File: src/rtl/cache_pkg.sv
// Shared types for the 2-way cache: controller state and the per-way line view.
// Lines are carried at LINE_W bits so any DATA_WIDTH up to 64 fits without retyping.
package cache_pkg;

    localparam int LINE_W = 64;

    typedef enum logic [1:0] {
        IDLE  = 2'd0,
        FILL  = 2'd1,
        WRITE = 2'd2
    } state_t;

    typedef struct packed {
        logic              valid;
        logic [LINE_W-1:0] tag;
        logic [LINE_W-1:0] data;
    } line_t;

endpackage

File: src/rtl/cache_way.sv
// One way of the cache: per-set valid bit, tag and data word.
// Valid bits clear on reset; tag/data storage is left untouched.
module cache_way
    import cache_pkg::*;
#(
    parameter int DATA_WIDTH = 32,
    parameter int SET_BITS   = 3,
    parameter int TAG_BITS   = DATA_WIDTH - SET_BITS - 2
) (
    input  logic                  clk,
    input  logic                  rst,
    input  logic [SET_BITS-1:0]   rd_set,
    output line_t                 rd_line,
    input  logic                  wr_en,
    input  logic [SET_BITS-1:0]   wr_set,
    input  logic [TAG_BITS-1:0]   wr_tag,
    input  logic [DATA_WIDTH-1:0] wr_data
);

    localparam int SETS = 1 << SET_BITS;

    logic [SETS-1:0]       valid_arr;
    logic [TAG_BITS-1:0]   tag_arr  [SETS];
    logic [DATA_WIDTH-1:0] data_arr [SETS];

    always_ff @(posedge clk) begin
        if (!rst) begin
            valid_arr <= '0;
        end else if (wr_en) begin
            valid_arr[wr_set] <= 1'b1;
        end
    end

    always_ff @(posedge clk) begin
        if (wr_en) begin
            tag_arr[wr_set]  <= wr_tag;
            data_arr[wr_set] <= wr_data;
        end
    end

    always_comb begin
        rd_line       = '0;
        rd_line.valid = valid_arr[rd_set];
        rd_line.tag   = LINE_W'(tag_arr[rd_set]);
        rd_line.data  = LINE_W'(data_arr[rd_set]);
    end

endmodule

File: src/rtl/cache_2w.sv
// 2-way set-associative, write-through / no-write-allocate data cache with one LRU bit per set.
// CPU inputs are held by the pipeline while stalled, so the access is decoded straight from addr.
module cache_2w
    import cache_pkg::*;
#(
    parameter int DATA_WIDTH = 32,
    parameter int SET_BITS   = 3
) (
    input  logic                  clk,
    input  logic                  rst,
    input  logic                  req,
    input  logic                  we,
    input  logic [DATA_WIDTH-1:0] addr,
    input  logic [DATA_WIDTH-1:0] wdata,
    output logic [DATA_WIDTH-1:0] rdata,
    output logic                  hit,
    output logic                  stall,
    output logic                  mem_req,
    output logic                  mem_we,
    output logic [DATA_WIDTH-1:0] mem_addr,
    output logic [DATA_WIDTH-1:0] mem_wdata,
    input  logic                  mem_ready,
    input  logic [DATA_WIDTH-1:0] mem_rdata,
    output state_t                dbg_state
);

    localparam int TAG_BITS = DATA_WIDTH - SET_BITS - 2;
    localparam int SETS     = 1 << SET_BITS;

    state_t state, state_nxt;

    logic [SET_BITS-1:0]   req_set;
    logic [TAG_BITS-1:0]   req_tag;
    logic [DATA_WIDTH-1:0] word_addr;
    line_t                 line0, line1;
    logic                  hit0, hit1;
    logic                  victim;
    logic [1:0]            wr_en;
    logic [DATA_WIDTH-1:0] wr_data;
    logic [SETS-1:0]       lru;  // 1 = way 1 is next to be evicted
    logic                  lru_upd, lru_val;

    assign req_set   = addr[SET_BITS+1:2];
    assign req_tag   = addr[DATA_WIDTH-1:SET_BITS+2];
    assign word_addr = {addr[DATA_WIDTH-1:2], 2'b00};
    assign hit0      = line0.valid && (line0.tag == LINE_W'(req_tag));
    assign hit1      = line1.valid && (line1.tag == LINE_W'(req_tag));
    assign victim    = !line0.valid ? 1'b0 : (!line1.valid ? 1'b1 : lru[req_set]);
    assign dbg_state = state;

    cache_way #(.DATA_WIDTH(DATA_WIDTH), .SET_BITS(SET_BITS)) u_way0 (
        .clk(clk), .rst(rst), .rd_set(req_set), .rd_line(line0),
        .wr_en(wr_en[0]), .wr_set(req_set), .wr_tag(req_tag), .wr_data(wr_data)
    );

    cache_way #(.DATA_WIDTH(DATA_WIDTH), .SET_BITS(SET_BITS)) u_way1 (
        .clk(clk), .rst(rst), .rd_set(req_set), .rd_line(line1),
        .wr_en(wr_en[1]), .wr_set(req_set), .wr_tag(req_tag), .wr_data(wr_data)
    );

    always_ff @(posedge clk) begin
        if (!rst) begin
            state <= IDLE;
            lru   <= '0;
        end else begin
            state <= state_nxt;
            if (lru_upd) lru[req_set] <= lru_val;
        end
    end

    always_comb begin
        state_nxt = state;
        rdata     = '0;
        hit       = 1'b0;
        stall     = 1'b0;
        mem_req   = 1'b0;
        mem_we    = 1'b0;
        mem_addr  = '0;
        mem_wdata = '0;
        wr_en     = 2'b00;
        wr_data   = '0;
        lru_upd   = 1'b0;
        lru_val   = 1'b0;
        // Reset dominates: all outputs quiet and any in-flight access is dropped.
        if (!rst) begin
            state_nxt = IDLE;
        end else begin
            case (state)
                IDLE: begin
                    if (req && we) begin
                        stall     = 1'b1;
                        state_nxt = WRITE;
                    end else if (req && (hit0 || hit1)) begin
                        hit     = 1'b1;
                        rdata   = hit0 ? DATA_WIDTH'(line0.data) : DATA_WIDTH'(line1.data);
                        lru_upd = 1'b1;
                        lru_val = hit0;
                    end else if (req) begin
                        stall     = 1'b1;
                        state_nxt = FILL;
                    end
                end
                FILL: begin
                    mem_req  = 1'b1;
                    mem_addr = word_addr;
                    stall    = 1'b1;
                    if (mem_ready) begin
                        wr_en[victim] = 1'b1;
                        wr_data       = mem_rdata;
                        rdata         = mem_rdata;
                        stall         = 1'b0;
                        lru_upd       = 1'b1;
                        lru_val       = ~victim;
                        state_nxt     = IDLE;
                    end
                end
                WRITE: begin
                    mem_req   = 1'b1;
                    mem_we    = 1'b1;
                    mem_addr  = word_addr;
                    mem_wdata = wdata;
                    stall     = 1'b1;
                    if (mem_ready) begin
                        // Write-through: only a resident word is refreshed, misses leave the array alone.
                        wr_en     = {hit1, hit0};
                        wr_data   = wdata;
                        lru_upd   = hit0 || hit1;
                        lru_val   = hit0;
                        stall     = 1'b0;
                        state_nxt = IDLE;
                    end
                end
                default: state_nxt = IDLE;
            endcase
        end
    end

endmodule

File: config.mk
export PLATFORM = sky130hd
export DESIGN_NAME = cache_2w
export DESIGN_NICKNAME = d
export VERILOG_FILES = /design/src/rtl/cache_pkg.sv /design/src/rtl/cache_way.sv /design/src/rtl/cache_2w.sv
export SDC_FILE = /design/constraint.sdc
export NUM_CORES = 1
export LEC_CHECK = 0
export CAP_MARGIN = 20
export CORE_ASPECT_RATIO = 1.25
export CORE_MARGIN = 1
export CORE_UTILIZATION = 53
export CTS_BUF_LIST = sky130_fd_sc_hd__clkbuf_16
export CTS_CLUSTER_DIAMETER = 200
export CTS_CLUSTER_SIZE = 25
export DETAILED_ROUTE_END_ITERATION = 7
export PLACE_DENSITY = 0.84
export SYNTH_ARGS = -nofsm -noshare
export SYNTH_HDL_FRONTEND = slang
export SYNTH_HIERARCHICAL = 1
export SYNTH_SLANG_ARGS = --single-unit
File: constraint.sdc
create_clock -name clk -period 16.25 [get_ports clk]
set_clock_uncertainty 0.05 [all_clocks]
set_input_delay 4.0625 -clock clk [delete_from_list [all_inputs] [get_ports clk]]
set_output_delay 4.0625 -clock clk [all_outputs]
set_load 0.005 [all_outputs]
# After elaboration in Yosys (flattened, before gate mapping)
# Memories as Yosys holds them, arrays and structs flattened.
# Index checks and enable logic that the tools add are counted.
# totals
regBits	26
latchBits	0
ram_bits	944
rom_bits	0
input_bits	101
out_inout_bits	102
wordCells	95
mem_count	4
# memory_table
name	words	word_bits	rd	rd_clocked_by_memory_dff	wr	line_no	source
u_way0.data_arr	8	32	1	0	1	cache_way.sv:24	logic [DATA_WIDTH-1:0] data_arr [SETS];
u_way1.data_arr	8	32	1	0	1	cache_way.sv:24	
u_way0.tag_arr	8	27	1	0	1	cache_way.sv:23	logic [TAG_BITS-1:0] tag_arr [SETS];
u_way1.tag_arr	8	27	1	0	1	cache_way.sv:23	
# classes
n_addsub	0
n_mul	0
n_div	0
n_lt_le_gt_ge	4
eq_ne	7
shift	0
mux	63
bitwise_logic	3
n_reduce_logical	10
# ops
operator	n
2-to-1 mux 32 bit	11
one-hot mux 32 bit (2 select lines)	2
== test 27 bit	2
2-to-1 mux 1 bit	32
OR 8 bit	2
2-to-1 mux 2 bit	7
binary-select mux 1 bit (select 3 bit)	3
bitwise mux 8 bit	1
one-hot mux 2 bit (2 select lines)	2
logical AND 1 bit	6
!= test 3 bit (second input constant)	2
one-hot mux 1 bit (3 select lines)	2
< comparator 3 x 4 -> 1 bit (second input constant)	1
demux 1 bit (select 3 bit)	1
>= comparator 3 x 1 -> 1 bit (second input constant)	1
AND reduction 3 bit	1
== test 2 x 1 -> 1 bit (second input constant)	1
== test 2 bit (second input constant)	1
logical NOT 2 bit	1
< comparator 1 x 2 -> 1 bit (second input constant)	1
!= test 2 x 1 -> 1 bit (second input constant)	1
one-hot mux 1 bit (2 select lines)	1
OR reduction 2 bit	1
demux 1 bit (select 1 bit)	1
other kinds (3)	3

# Longest topological paths before layout
# Gate-level depths: netlist of the first run.
# depth
word_depth	13
mapped_depth	14
ltp_nobuf	11

# Modules after synthesis
# The synthesis of the first run kept the hierarchy.
# by_module_without_submodules
mod	instances	cells_per_inst	area_each_um2	seq_area_each_um2
cache_way at u_way1	1	780	18721.7	14333.7
cache_way at u_way0	1	780	18595.3	14333.7
cache_2w	1	534	3422.0	200.2

# Worst setup path before layout of the first run
# Ideal clock, no wire load.
# synth_path
path_kind	input port to flip-flop
from	input port addr[2]
to	memory u_way0.data_arr[0][0], enable pin
setup_time_ps	649
arrival_ps	12893
path_slack_ps	2658
stages	13
path_cell_list	buf_4 > buf_6 > mux4_2 > mux2_2 > xnor2_1 > nand4_1 > nor4_1 > nand4_1 > buf_2 > nor2_1 > a21oi_1 > nor2_1 > nor4b_1
# synth_rtl
element	line_no	source
start, declared	cache_2w.sv:13	input logic [DATA_WIDTH-1:0] addr,
end, declared	cache_way.sv:24	

==> flow_summary.yaml, run 1 <==
global_route:
  first_global_vias: 21000
  grt_usage: 0.235
  grt_pass1_wl_um: 132000
  grt_max_degree: 112
  grt.overflow.total: 0
  antenna_found_initial: 1
clock_network:
  cts_num_sinks: 970
  clk_path_buf_depth: 3
  cts_tree: "built"
  path_clk_slew_ns: 0.10
  post_cts_resized: 0
  clkLatencyLatePin_ns: 0.64
  htree_num_levels: 2
  numCtsBuffers: 44
  clockRootBuffer: "clkbuf_16"
  ctsHoldBuffers: 0
  postCtsSetupBuffers: 0
detailed_routing:
  wire_per_inst_um: 28.1
  dr.pass1.iters: 5
  via_per_inst: 6.36
  drt_iter0_drc: 2583
  drc: 0
  via_count: 20500
  ant_nets: 0
  routed_wl_um: 90400
floorplanning:
  die_w_um: 249
  io_pins: 203
  initial_utilization: 0.537
  rows: 112
  core_sq_mm: 0.0750
  dieHeight_um: 310
  die_area_sq_mm: 0.0771
placed_design:
  place_ws_ns: 2.42
  routabilityCongestion: 0.863
  numPortBuffers: 198
  dpl.hpwl_um: 51000
timing:
  fin_ws_ns: 2.40
  maxSlewHeadroom: 0.226
  fmax_mhz: 72.2
  min_period_ns: 13.85
  finalHoldViolations: 0
  setup-tns-final_ns: 0
  worstMarginPinSlew_ns: 1.16
  slew_violations: 0
  setup_viol: 0
  fin_crit_sh: 0.852
  rsz0062_at_grt: "false"
cells_and_area:
  nFillCells: 5090
  drive_gt1_frac: 0.229
  layout_commonest_cell: "edfxtp_1"
  mostFrequentLayoutCells: "944 x edfxtp_1, 228 x mux4_2, 194 x clkdlybuf4s50_1"
  nets: 2326
  syn_to_final_growth_pct: 10.1
setup_path:
  cpPeakStageDelay_ns: 0.71
  cp_max_fo: 89
  critPathRequiredTime_ns: 12.14
  crit_path_frequent_cell: "buf_4"
  path_cells: "buf_8, buf_4, buf_4, mux4_2, mux2_2, nor2b_1, nand4_1, nor2_1, nand4_1, a21oi_4, buf_4, nand2_1, a21oi_2, clkdlybuf4s50_1"
  critPathBufInv: 5
  start_kind: "input pin"
  cp_slowest_cell: "buf_4"
  timing_worst_setup_path_type: "in -> out"
  worst_setup_path_end_kind: "output pin"
  crit_family: "buffers and inverters"
  cp.arrival_ns: 9.73
logic_synthesis:
  yosysWarnings: 6
  syn_inst: 2030
  syn_area_sq_mm: 0.0403
  avgSynthCellArea_sq_um: 19.8
power:
  max-vdd-ir-drop_v: 0.0000977
  power-per-cell-area_mw_per_mm2: 96.1
  power_leakage_nw: 14.0
run_status:
  status: "completed"
hold_path:
  min_path_type: "reg -> reg"
job:
  max_cap_violations: 0
## layout make-up
type,instances,area (sq um),share of cell area
Clock buffer,45,1130,0.0254
Timing Repair Buffer,252,2420,0.0545
Sequential cell,970,28900,0.651
Inverter,3,11.3,0.000254
Tap cell,969,1210,0.0273
Antenna cell,1,2.50,0.0000564
Multi-Input combinational cell,950,10500,0.238
Clock inverter,29,151,0.00341
## worst register-to-register path, cell delays in order, from the launching register on
cell and delay [ns]:
edfxtp_1 0.38, mux4_2 0.48, mux2_2 0.29, xnor2_1 0.40, nand4_1 0.14, nor4_1 0.54
nand4_1 0.23, buf_4 0.43, nor2_1 0.20, a21oi_1 0.08, nor2_1 0.42, and4b_4 0.81
buf_4 0.65
## per-layer routing
metal,global-route usage,wire length [um],vias to the layer above,share of wire
li1,-,-,8500,-
met1,0.297,32700,10600,0.36
met2,0.411,46300,1162,0.51
met3,0.0367,7990,246,0.088
met4,0.0897,3390,2,0.037
met5,0,9,-,0.00010
## flip-flops by register name (all words and copies together), names as in the netlist
register and cells:
u_way1/valid_arr 8, u_way0/tag_arr 216, u_way0/valid_arr 8, lru 8, u_way1/tag_arr 216, u_way0/data_arr 256
u_way1/data_arr 256, dbg_state 2
## stage by stage
step           power (W)   util  std cells  cell area (sq um)  hold WS (ns)
3_3_place_gp     0.00307  0.573       3132              42900         0.391
4_1_cts          0.00428  0.590       3207              44200         0.422
3_5_place_dp     0.00308  0.573       3133              43000         0.404
2_1_floorplan    0.00297      -       2103              40500         0.384
5_1_grt          0.00437  0.591       3218              44300         0.445
6_report         0.00426  0.591       3219              44300         0.422
## power by group
part	leakage [nW]	total [W]	switching (W)	internal, W
clock	0.711	0.00123	0.000722	0.000510
combinational	4.48	0.000297	0.000170	0.000127
sequential	8.83	0.00273	0.00000204	0.00273
total	14.0	0.00426	0.000894	0.00337
## final timing paths
| check | start | end | slack (ns) | cells after the start |
|---|---|---|---|---|
| max | addr[2] | rdata[23] | 2.40 | 14 |
| min | lru[0] | lru[0] | 0.42 | 2 |
| max reg2reg | u_way0/tag_arr[7][24] | u_way0/tag_arr[3][3] | 10.77 | 12 |
| min reg2reg | lru[0] | lru[0] | 0.42 | 2 |
(Power assumes the default switching activity.)
==> run 2, diff against run 1 <==
--- a/config.mk
+++ b/config.mk
@@ -5,15 +5,15 @@
 export SDC_FILE = /design/constraint.sdc
 export NUM_CORES = 1
 export LEC_CHECK = 0
-export CAP_MARGIN = 20
 export CORE_ASPECT_RATIO = 1.25
 export CORE_MARGIN = 1
-export CORE_UTILIZATION = 53
+export CORE_UTILIZATION = 60
 export CTS_BUF_LIST = sky130_fd_sc_hd__clkbuf_16
 export CTS_CLUSTER_DIAMETER = 200
 export CTS_CLUSTER_SIZE = 25
 export DETAILED_ROUTE_END_ITERATION = 7
-export PLACE_DENSITY = 0.84
+export PLACE_DENSITY = 0.92
+export SETUP_SLACK_MARGIN = 0.05
 export SYNTH_ARGS = -nofsm -noshare
 export SYNTH_HDL_FRONTEND = slang
 export SYNTH_HIERARCHICAL = 1
==> run 2 against run 1 <==
Compared with the run above:
- the flow now finishes with violations (DRC)
- final cell count shrank 3.9%
- worst hold slack gained 0.0033 ns
- largest cell class unchanged
- total power grew 0.23%
- clock power is essentially flat
- count of clock-buffer cells in the layout is the same
- utilization grew 7.7 points
- sequential power is essentially flat
- first-iteration DRC count grew 19%
- sequential share of layout area grew 0.37 points
- non-clock buffer count shrank 11
==> flow_summary.yaml, run 2 (synthesis results as in run 1) <==
run_status:
  status: "finished, violations left"
  violations: "DRC"
detailed_routing:
  drc: 29
  dr.pass1.iters: 8
  wire_per_inst_um: 31.5
  routed_wl_um: 97400
  via_count: 21500
  via_per_inst: 6.94
  ant_nets: 0
  drt_iter0_drc: 3083
clock_network:
  clockRootBuffer: "clkbuf_16"
  numCtsBuffers: 44
  htree_num_levels: 2
  clk_path_buf_depth: 3
  cts_tree: "built"
  postCtsSetupBuffers: 0
  ctsHoldBuffers: 0
  cts_num_sinks: 970
  path_clk_slew_ns: 0.10
  clkLatencyLatePin_ns: 0.63
  post_cts_resized: 0
placed_design:
  place_ws_ns: 2.31
  routabilityCongestion: 0.909
  numPortBuffers: 198
  dpl.hpwl_um: 53700
cells_and_area:
  drive_gt1_frac: 0.226
  layout_commonest_cell: "edfxtp_1"
  mostFrequentLayoutCells: "944 x edfxtp_1, 228 x mux4_2, 194 x clkdlybuf4s50_1"
  syn_to_final_growth_pct: 9.49
  top_regs: "u_way0/data_arr (256), u_way1/data_arr (256)"
  nets: 2315
  antenna_cells: 0
  nFillCells: 3805
timing:
  maxSlewHeadroom: 0.0457
  slew_violations: 0
  fmax_mhz: 70.8
  rsz0062_at_grt: "false"
  finalHoldViolations: 0
  fin_ws_ns: 2.12
  fin_crit_sh: 0.869
  setup_viol: 0
  worstMarginPinSlew_ns: 1.43
  setup-tns-final_ns: 0
  min_period_ns: 14.13
setup_path:
  cp_slowest_cell: "buf_8"
  worst_setup_path_end_kind: "output pin"
  timing_worst_setup_path_type: "in -> out"
  critPathRequiredTime_ns: 12.14
  cp_max_fo: 92
  cpPeakStageDelay_ns: 0.71
  critPathBufInv: 4
  path_cells: "buf_8, buf_4, mux4_2, mux2_2, xnor2_1, nand4_1, nor4_1, nand3_2, a21oi_4, buf_4, nand2_1, a21oi_2, clkdlybuf4s50_1"
  start_kind: "input pin"
  crit_path_frequent_cell: "buf_4"
  crit_family: "buffers and inverters"
  cp.arrival_ns: 10.01
floorplanning:
  die_w_um: 234
  rows: 105
  die_area_sq_mm: 0.0681
  core_sq_mm: 0.0660
  io_pins: 203
  initial_utilization: 0.610
  dieHeight_um: 292
power:
  max-vdd-ir-drop_v: 0.0000895
  power-per-cell-area_mw_per_mm2: 96.8
  power_leakage_nw: 14.0
  p_total_w: 0.00427
global_route:
  grt_max_degree: 110
  grt_usage: 0.289
  grt.overflow.total: 0
  antenna_found_initial: 3
  grt_pass1_wl_um: 141000
  first_global_vias: 22200
hold_path:
  min_path_type: "reg -> reg"
job:
  max_cap_violations: 0
run 2: worst min-delay path: stages, from the launching register on:
cell and delay, ns:
dfxtp_1 0.33, nand2_1 0.05, a22oi_1 0.05
run 2: where the power goes:
group / switching (W) / total, W / internal [W] / leakage [nW]
registers: 0.00000234 / 0.00273 / 0.00273 / 8.83
logic: 0.000178 / 0.000304 / 0.000126 / 4.43
clock network: 0.000727 / 0.00124 / 0.000508 / 0.707
total: 0.000908 / 0.00427 / 0.00336 / 14.0
run 2: layout make-up:
class	count	area (sq um)	area share
clock inverter	29	121	0.00275
inverter	3	11.3	0.000255
multi-input combinational	950	10500	0.239
sequential	970	28900	0.655
clock buffer	45	1130	0.0255
tap	856	1070	0.0243
timing repair buffer	241	2340	0.0530
run 2: final timing paths:
check / depth (start not counted) / startpoint / slack (ns) / end
min reg2reg: 2 / lru[4] / 0.43 / lru[4]
min: 2 / lru[4] / 0.43 / lru[4]
max reg2reg: 12 / u_way0/tag_arr[5][24] / 10.25 / u_way0/tag_arr[3][3]
max: 13 / addr[2] / 2.12 / rdata[27]
run 2: metal layers:
layer	vias to the layer above	track usage	part of all wire
met5	-	0	0.00013
met4	2	0.164	0.062
met3	423	0.0461	0.10
met2	1747	0.480	0.50
met1	10800	0.363	0.33
li1	8486	-	-
run 2: metrics by stage:
| step | cell area, sq um | utilization | hold slack [ns] | cells |
|---|---|---|---|---|
| 2_1_floorplan | 40500 | - | 0.384 | 2103 |
| 3_3_place_gp | 42800 | 0.649 | 0.391 | 3020 |
| 3_5_place_dp | 42800 | 0.649 | 0.406 | 3020 |
| 4_1_cts | 44100 | 0.668 | 0.418 | 3094 |
| 5_1_grt | 44100 | 0.668 | 0.434 | 3094 |
| 6_report | 44100 | 0.668 | 0.425 | 3094 |
